$ cat src/rtl/fifo_rd_stream.sv
// Read-side master for async_fifo: drains the FIFO read port into a 2-entry
// output buffer and presents the words as a valid/ready stream.
module fifo_rd_stream #(
  parameter int unsigned DATA_WIDTH = 32,
  parameter int unsigned CNT_WIDTH  = 16
) (
  input  logic                  rclk,
  input  logic                  rst,
  output logic                  ren,
  input  logic [DATA_WIDTH-1:0] rdata,
  input  logic                  rempty,
  output logic                  m_valid,
  input  logic                  m_ready,
  output logic [DATA_WIDTH-1:0] m_data,
  output logic [CNT_WIDTH-1:0]  rd_cnt
);

  typedef enum logic [1:0] {
    EMPTY = 2'd0,
    ONE   = 2'd1,
    TWO   = 2'd2
  } state_e;

  state_e                state_q, state_d;
  logic                  inflight_q;
  logic [DATA_WIDTH-1:0] head_q, head_d;
  logic [DATA_WIDTH-1:0] ent1_q, ent1_d;
  logic [CNT_WIDTH-1:0]  cnt_q, cnt_d;

  logic       capture;
  logic       pop;
  logic [1:0] occ;
  logic [2:0] used;
  logic [2:0] room;

  always_comb begin
    occ = 2'd0;
    case (state_q)
      EMPTY:   occ = 2'd0;
      ONE:     occ = 2'd1;
      TWO:     occ = 2'd2;
      default: occ = 2'd0;
    endcase
  end

  assign capture = inflight_q;
  assign m_valid = (state_q != EMPTY);
  assign pop     = m_valid & m_ready;
  assign m_data  = head_q;
  assign rd_cnt  = cnt_q;

  // A pop this cycle frees a slot by the time the word lands, so it counts as
  // credit; without it the ONE+inflight steady state would stall every 3rd cycle.
  assign used = {1'b0, occ} + {2'b00, inflight_q};
  assign room = 3'd2 + {2'b00, pop};
  assign ren  = !rst && !rempty && (used < room);

  always_comb begin
    state_d = state_q;
    head_d  = head_q;
    ent1_d  = ent1_q;
    cnt_d   = cnt_q;
    if (pop) begin
      cnt_d = cnt_q + 1'b1;
    end
    case (state_q)
      EMPTY: begin
        if (capture) begin
          head_d  = rdata;
          state_d = ONE;
        end
      end
      ONE: begin
        if (capture && !pop) begin
          ent1_d  = rdata;
          state_d = TWO;
        end else if (capture && pop) begin
          head_d  = rdata;
          state_d = ONE;
        end else if (pop) begin
          state_d = EMPTY;
        end
      end
      TWO: begin
        if (pop) begin
          head_d  = ent1_q;
          state_d = ONE;
        end
      end
      default: state_d = EMPTY;
    endcase
  end

  always_ff @(posedge rclk) begin
    if (rst) begin
      state_q    <= EMPTY;
      inflight_q <= 1'b0;
      head_q     <= '0;
      ent1_q     <= '0;
      cnt_q      <= '0;
    end else begin
      state_q    <= state_d;
      inflight_q <= ren;
      head_q     <= head_d;
      ent1_q     <= ent1_d;
      cnt_q      <= cnt_d;
    end
  end

endmodule
$ cat config.mk
export PLATFORM = sky130hd
export DESIGN_NAME = fifo_rd_stream
export DESIGN_NICKNAME = d
export VERILOG_FILES = /design/src/rtl/fifo_rd_stream.sv
export SDC_FILE = /design/constraint.sdc
export NUM_CORES = 1
export LEC_CHECK = 0
export ABC_AREA = 1
export CAP_MARGIN = 15
export CORE_ASPECT_RATIO = 1.75
export CORE_MARGIN = 2
export CORE_UTILIZATION = 44
export CTS_CLUSTER_SIZE = 16
export DETAILED_ROUTE_END_ITERATION = 6
export GPL_TIMING_DRIVEN = 0
export PLACE_DENSITY = 0.75
export SETUP_SLACK_MARGIN = 0.4
export SLEW_MARGIN = 5
export SYNTH_ARGS = -nofsm -noshare
export SYNTH_HDL_FRONTEND = slang
export SYNTH_SLANG_ARGS = --single-unit
export TNS_END_PERCENT = 30
$ cat constraint.sdc
create_clock -name rclk -period 1.4 [get_ports rclk]
set_input_delay 0.28 -clock rclk [delete_from_list [all_inputs] [get_ports rclk]]
set_output_delay 0.28 -clock rclk [all_outputs]
set_load 0.01 [all_outputs]
==> results.md, run 1 <==
- Fin nets: 682
- Post-route worst setup slack: -0.4607 ns
- Placed wire-length estimate: 7.158 mm
- Outcome: complete, but fails checks
- Ratio of cells with drive above 1 in the final layout: 0.3657
- Total congestion overflow after global routing: 0
- Crit-path max FO: 4
- Number of global-route vias before repair: 3938
- Seq/Total Area, Yosys: 0.4709
- Number of clock sinks: 83
- Internal power contribution: 4148 uW
- Flip-flop and latch count after synthesis: 83
- Critical-path top delay cell: sky130_fd_sc_hd__dfxtp_2
- Number of vias in the routed layout: 3819
- Setup Total Neg Slack: -3.153 ns
- Global-route wire length before repair: 18.24 mm
- Cell area after layout: 0.005634 mm2
- Syn nets: 548
- Routed WL: 11.19 mm
- Data required time of the worst path: 1.12 ns
- Power share of the combinational group: 0.142
- Vias per Instance: 5.175
- Number of buffers inserted during clock tree synthesis: 9
- Unique cell type count in the Yosys netlist: 23
- Post-Syn Area: 0.003528 mm2
- Post-layout min period: 1.861 ns
- Cell-by-cell trace of the critical path: inv_4 -> nand2_4 -> inv_4 -> ha_4 -> or2_4 -> a21oi_4 -> buf_2
- Slew at the pin closest to its max-slew limit: 0.4912 ns
- Area growth from synthesis to final layout: 59.68%
- Weighted congestion at the end of routability-driven global placement: 0.8382
- Clock network fraction of design power: 0.399
- Number of antenna violations at the first check in global routing: 0
- Post-synth top area cell: sky130_fd_sc_hd__dfxtp_1
- Setup violation total in the final timing report: 50
- Worst clock skew: 0.005524 ns
- H-tree levels: 3
- Count of filler cells inserted in the layout: 576
- Largest net degree at the start of global routing: 13
- Root buffer cell: sky130_fd_sc_hd__clkbuf_16
- Final antenna diode count: 0
- Total cell area at the placement stage: 0.004597 mm2
- Detailed-router iteration count before antenna repair: 4
- Data arrival time of the critical path: 1.58 ns
- Most common cell type on the critical path: sky130_fd_sc_hd__inv_4
- Storage cell area: 0.001729 mm2
- Maximum resistive drop on vdd: 0.8393 mV
- Pleak: 0.002446 uW
- HP Class: in -> reg
- Detailed Route Iter0 Violations: 195
- Period Utilization, post-route: 1.329
- Violated checks: negative setup slack
- Net switching component of the power: 1362 uW
- Worst skew pair latency: 0.34 ns
- Total routing usage reported by global routing: 0.2683
- Max-slew headroom: 0.6725
- Peak Freq: 0.5374 GHz
- Wire length per cell: 15.17 um
- Library cell with the highest instance count after synthesis: sky130_fd_sc_hd__nor2_1
- Number of top-level design ports: 86
- Die Span X: 71.69 um
- Fraction of synthesis flops using an asynchronous set or reset pin: 0
- Share of total power in sequential cells: 0.459
- Multi-input combinational cell area: 0.001979 mm2
- Number of synthesized flops with an enable pin: 0
- Syn avg cell area: 6.932 um2
- Max incr delay on CP: 0.33 ns
- Final Max Slew Viols: 0
- Post-DRT Antenna Nets: 0
- Worst setup EP type: primary output
- # hold bufs at CTS: 0
- Number of failing hold endpoints at the final stage: 0
- Synth top area share: 0.4709
- CTS tree: done
- RSZ-0062 raised after global routing: true
- Number of core rows: 43
- Count of maximum capacitance violations: 0
- Startpoint type of the worst setup path: flip-flop
- Die span in y: 122.5 um
- Commonest cells in the synthesized netlist: sky130_fd_sc_hd__nor2_1 (134), sky130_fd_sc_hd__nand2_1 (108), sky130_fd_sc_hd__dfxtp_1 (83), sky130_fd_sc_hd__o21ai_0 (78), sky130_fd_sc_hd__a21oi_1 (24)
- Number of warnings issued by yosys: 0
- Top post-synthesis cells by area: sky130_fd_sc_hd__dfxtp_1 (47%), sky130_fd_sc_hd__nor2_1 (14%), sky130_fd_sc_hd__nand2_1 (11%)
- Pwr/cell area: 977.9 mW/mm2
- DR DRC count: 0
- Category of the critical setup timing path: reg -> out
- Clock slew seen by the registers of the worst setup and hold paths: 0.06 ns
- Mapped Cells: 509
- Total core area: 0.007855 mm2
- Most used DFF post-synth: sky130_fd_sc_hd__dfxtp_1
- Number of buffers on the longest clock path: 2
- Total die area: 0.008779 mm2
- Switching Share: 0.2471
- Initial core utilization: 0.4492
- # port buffers: 85
==> worst max-delay path, delay by kind of cell (launching register included) <==
family	cells	cell delay (ns)
fa+ha+maj	1	0.18
simple gates	2	0.31
compound gates	1	0.12
flops	1	0.33
buf+inv	3	0.29
==> path summary, 6_finish.rpt <==
check / end / slack [ns] / depth (start not counted) / start
setup / recovery: ren / -0.46 / 7 / state_q[1]
hold / removal: state_q[1] / 0.40 / 2 / rst
setup reg to reg: m_data[0] / -0.18 / 9 / state_q[1]
hold reg to reg: ent1_q[4] / 0.45 / 2 / ent1_q[4]
==> flip-flops by register name (all words and copies together), names as in the netlist <==
name and cells:
ent1_q 32, m_data 32, rd_cnt 16, state_q 2, capture 1
==> through the flow <==
| stage | setup WS [ns] | util | cells | hold slack [ns] | total power [uW] |
|---|---|---|---|---|---|
| after floorplan | 0.003972 | - | 509 | 0.3417 | 2843 |
| after global placement | -1.143 | 0.5852 | 684 | 0.4343 | 3188 |
| after detailed placement | -1.153 | 0.5852 | 684 | 0.4426 | 3197 |
| after CTS | -0.4338 | 0.7032 | 735 | 0.3841 | 5513 |
| after global routing | -0.5103 | 0.7173 | 738 | 0.4124 | 5719 |
| final | -0.4607 | 0.7173 | 738 | 0.3962 | 5510 |
==> power by group through the flow <==
| stage | clock network, uW | registers (uW) | logic [uW] |
|---|---|---|---|
| 5_1_grt | 2330 | 2530 | 854 |
| 4_1_cts | 2240 | 2520 | 751 |
| 6_report | 2200 | 2530 | 784 |
| 3_5_place_dp | 0 | 2570 | 631 |
| 2_1_floorplan | 0 | 2590 | 254 |
| 3_3_place_gp | 0 | 2560 | 624 |
==> logic make-up (layout without fill, tap and decap cells) <==
kind of cell             count (synthesis)  count (layout)  share of synthesized area
AO/OA/AOI/OAI                          108             108                     0.1585
adder cells (fa/ha/maj)                  3               3                    0.01064
AND/OR/NAND/NOR                        261             261                     0.2954
buffers and inverters                   54             193                    0.06454
flip-flops                              83              83                     0.4709
==> layout by cell type (no fill, tap or decap), types with 6 or more instances in the layout <==
master	n
sky130_fd_sc_hd__nor2_1	104
sky130_fd_sc_hd__nand2_1	100
sky130_fd_sc_hd__buf_6	54
sky130_fd_sc_hd__o21ai_0	47
sky130_fd_sc_hd__dfxtp_1	45
sky130_fd_sc_hd__buf_4	33
sky130_fd_sc_hd__clkdlybuf4s50_1	33
sky130_fd_sc_hd__dfxtp_2	30
sky130_fd_sc_hd__o21ai_1	21
sky130_fd_sc_hd__inv_1	20
sky130_fd_sc_hd__a21oi_1	20
sky130_fd_sc_hd__nor2_4	19
sky130_fd_sc_hd__buf_2	16
sky130_fd_sc_hd__nor2_2	14
sky130_fd_sc_hd__o21ai_2	11
sky130_fd_sc_hd__clkbuf_16	9
sky130_fd_sc_hd__clkbuf_1	8
sky130_fd_sc_hd__dfxtp_4	8
sky130_fd_sc_hd__nand2_2	6
sky130_fd_sc_hd__nand3_1	6
==> layer usage <==
metal	GRT usage	vias up	routed length [um]
met3	0.05829	46	410
met4	0.1486	0	574
met1	0.2572	1769	3908
met5	0	-	0
met2	0.5127	112	6298
li1	-	1892	-
==> final cells by class <==
type / count / area share
Buffer: 26 / 0.04242
Clock buffer: 14 / 0.04686
Clock inverter: 2 / 0.001777
Inverter: 28 / 0.02221
Multi-Input combinational cell: 372 / 0.3513
Sequential cell: 83 / 0.3069
Tap cell: 90 / 0.01999
Timing Repair Buffer: 123 / 0.2085
==> what timing repair did <==
action | in CTS | in global routing
resized for setup | 385 | 51
buffers inserted | 30 | 2
hold endpoints to repair | 0 | 0
endpoints found under the setup margin | 133 | 133
cloned | 5 | 1
pin swaps | 23 | 20
No activity file was read; power rests on OpenSTA's default activity.
==> run 2: changes to the inputs <==
--- a/config.mk
+++ b/config.mk
@@ -6,5 +6,5 @@
 export NUM_CORES = 1
 export LEC_CHECK = 0
-export ABC_AREA = 1
+export ABC_AREA = 0
 export CAP_MARGIN = 15
 export CORE_ASPECT_RATIO = 1.75
@@ -14,5 +14,5 @@
 export DETAILED_ROUTE_END_ITERATION = 6
 export GPL_TIMING_DRIVEN = 0
-export PLACE_DENSITY = 0.75
+export PLACE_DENSITY = 0.76
 export SETUP_SLACK_MARGIN = 0.4
 export SLEW_MARGIN = 5
==> constraint.sdc (replaced) <==
create_clock -name rclk -period 1.4 [get_ports rclk]
set_input_delay 0.35 -clock rclk [delete_from_list [all_inputs] [get_ports rclk]]
set_output_delay 0.35 -clock rclk [all_outputs]
set_load 0.01 [all_outputs]
==> run 2 against run 1 <==
Net effect:
- the flow still finishes with violations (negative setup slack)
- area after synthesis down 3.7%
- wire length fell by 9.9%
- clock power is 2% higher
- highest routed layer unchanged
- combinational power shrank 4.1%
- register-to-register slack got worse by 0.16 ns
- global-route usage is 5.1 points lower
- via count decreased by 9.8%
- critical endpoint unchanged
- hold slack better by 0.059 ns
- first-iteration DRC count grew 44%
==> results.md, run 2 <==
- Outcome: complete, but fails checks
- Violated checks: negative setup slack
- Total routing usage reported by global routing: 0.2172
- Cell-by-cell trace of the critical path: buf_6 -> nand2b_4 -> buf_6 -> inv_8 -> buf_8 -> ha_4 -> o21ai_2 -> nor4b_4 -> buf_2
- Syn nets: 460
- Data arrival time of the critical path: 1.70 ns
- # port buffers: 84
- Top library cells by usage in the layout, fill and taps aside: sky130_fd_sc_hd__nand2_1 (133), sky130_fd_sc_hd__dfxtp_1 (69), sky130_fd_sc_hd__nor2_1 (34), sky130_fd_sc_hd__clkdlybuf4s50_1 (33), sky130_fd_sc_hd__a311oi_1 (28)
- Number of vias in the routed layout: 3444
- Global-route wire length before repair: 14.62 mm
- Largest net degree at the start of global routing: 13
- H-tree levels: 3
- Fin nets: 582
- Critical-path top delay cell: sky130_fd_sc_hd__dfxtp_2
- Die span in y: 120.3 um
- Post-DRT Antenna Nets: 0
- Number of failing hold endpoints at the final stage: 0
- Synth top area share: 0.4890
- Die Span X: 70.43 um
- Category of the critical setup timing path: reg -> out
- Number of buffers inserted during clock tree synthesis: 9
- Switching Share: 0.2399
- Wire length per cell: 15.89 um
- Internal power contribution: 4172 uW
- Final Max Slew Viols: 0
- Final antenna diode count: 0
- Setup slack after placement: -1.030 ns
- Count of maximum capacitance violations: 0
- Number of buffers on the longest clock path: 2
- Number of core rows: 42
- Clock network fraction of design power: 0.407
- Number of antenna violations at the first check in global routing: 0
- Most common cell type on the critical path: sky130_fd_sc_hd__buf_6
- Library cell with the highest instance count after synthesis: sky130_fd_sc_hd__nand2_1
- Post-synth top area cell: sky130_fd_sc_hd__dfxtp_1
- Number of clock sinks: 83
- Commonest cells in the synthesized netlist: sky130_fd_sc_hd__nand2_1 (137), sky130_fd_sc_hd__dfxtp_1 (83), sky130_fd_sc_hd__nor2_1 (46), sky130_fd_sc_hd__a21oi_1 (38), sky130_fd_sc_hd__a311oi_1 (32)
- Post-layout min period: 2.052 ns
- HP Class: reg -> reg
- Vias per Instance: 5.424
- Top post-synthesis cells by area: sky130_fd_sc_hd__dfxtp_1 (49%), sky130_fd_sc_hd__nand2_1 (15%), sky130_fd_sc_hd__a311oi_1 (8.2%)
- Unique cell type count in the Yosys netlist: 32
- Clock slew seen by the registers of the worst setup and hold paths: 0.06 ns
- Data required time of the worst path: 1.05 ns
- Startpoint type of the worst setup path: flip-flop
- Weighted congestion at the end of routability-driven global placement: 0.7789
- Worst skew pair latency: 0.34 ns
- Area growth from synthesis to final layout: 55.71%
- Number of global-route vias before repair: 3218
- Number of top-level design ports: 86
- Power share of the combinational group: 0.137
- Total congestion overflow after global routing: 0
- CTS tree: done
- Post-Syn Area: 0.003398 mm2
- Pwr/cell area: 1037 mW/mm2
- Total core area: 0.007515 mm2
- Ratio of cells with drive above 1 in the final layout: 0.2834
- Max incr delay on CP: 0.31 ns
- Fraction of synthesis flops using an asynchronous set or reset pin: 0
- Commonest non-fill, non-tap cell in the layout: sky130_fd_sc_hd__nand2_1
- Peak Freq: 0.4873 GHz
- Slew at the pin closest to its max-slew limit: 0.6148 ns
- Most used DFF post-synth: sky130_fd_sc_hd__dfxtp_1
- Setup violation total in the final timing report: 75
- Root buffer cell: sky130_fd_sc_hd__clkbuf_16
- Maximum resistive drop on vdd: 0.6091 mV
- Detailed-router iteration count before antenna repair: 4
- Number of warnings issued by yosys: 0
- Number of synthesized flops with an enable pin: 0
- RSZ-0062 raised after global routing: true
- Period Utilization, post-route: 1.466
- Routed WL: 10.09 mm
- Placed wire-length estimate: 6.306 mm
- Hold Slack: 0.4548 ns
- Syn avg cell area: 8.072 um2
- Net switching component of the power: 1317 uW
- # hold bufs at CTS: 0
- Crit-path max FO: 5
- Max-slew headroom: 0.5901
- Initial core utilization: 0.4522
- Detailed Route Iter0 Violations: 281
- DR DRC count: 0
- Seq/Total Area, Yosys: 0.4890
- Total die area: 0.008470 mm2
- Mapped Cells: 421
- Pleak: 0.002149 uW
- Share of total power in sequential cells: 0.456
- Flip-flop and latch count after synthesis: 83
- Post-route worst setup slack: -0.6523 ns
- Worst setup EP type: primary output
- Worst clock skew: 0.006816 ns
## run 2: layer usage
metal  part of all wire  track usage  routed length, um  vias to the layer above
met2               0.55       0.3927               5512                      115
met1               0.37       0.2232               3709                     1639
met5                  0            0                  0                        -
met3              0.063      0.06083                632                       19
li1                   -            -                  -                     1671
met4              0.023       0.1118                235                        0
## run 2: power groups by stage
stage / sequential [uW] / combinational, uW / clock (uW)
3_5_place_dp: 2570 / 637 / 0
3_3_place_gp: 2560 / 626 / 0
6_report: 2500 / 752 / 2240
4_1_cts: 2500 / 644 / 2250
2_1_floorplan: 2590 / 256 / 0
5_1_grt: 2510 / 801 / 2350
## run 2: kinds of logic (layout without fill, tap and decap cells)
kind of cell	after synthesis	count (layout)	share of synthesized area
flops	83	83	0.4890
xor+xnor	12	12	0.03093
mux	1	1	0.002946
compound gates	78	78	0.1572
simple gates	212	212	0.2669
fa+ha+maj	3	3	0.01105
buf+inv	32	158	0.04197
## run 2: worst paths after layout
check,from,end,slack (ns),cells past startpoint
worst max register to register,state_q[1],m_data[31],-0.34,10
worst max-delay path,state_q[1],ren,-0.65,9
worst min register to register,ent1_q[23],ent1_q[23],0.45,2
worst min-delay path,ent1_q[23],ent1_q[23],0.45,2
## run 2: repair_timing
item	CTS	global route
hold endpoints to repair	0	0
gates cloned	0	6
pin swaps	12	35
endpoints found under the setup margin	133	133
setup buffers	11	10
resized for setup	187	77
## run 2: layout make-up
| type | instances | area, um2 |
|---|---|---|
| Buffer | 31 | 266.5 |
| Clock buffer | 14 | 274.0 |
| Clock inverter | 1 | 7.507 |
| Fill cell | 551 | 2223 |
| Inverter | 1 | 11.26 |
| Multi-Input combinational cell | 306 | 1800 |
| Sequential cell | 83 | 1707 |
| Tap cell | 88 | 110.1 |
| Timing Repair Buffer | 111 | 1115 |
## run 2: worst max-delay path: cells and delay by family (launching register included)
kind	cells	cell delay, ns
flip-flops	1	0.31
buffers and inverters	5	0.53
AND/OR/NAND/NOR	2	0.26
adder cells (fa/ha/maj)	1	0.21
AO/OA/AOI/OAI	1	0.06
## run 2: stage by stage
stage          TNS (ns)  cell area (um2)    util  cells  total power [uW]
3_5_place_dp     -52.40             4404  0.5861    593              3202
3_3_place_gp     -46.69             4404  0.5861    593              3188
2_1_floorplan   -0.2622             3453       -    421              2849
4_1_cts          -9.908             4851  0.6455    619              5400
5_1_grt          -21.67             5291  0.7041    635              5659
6_report         -16.85             5291  0.7041    635              5489
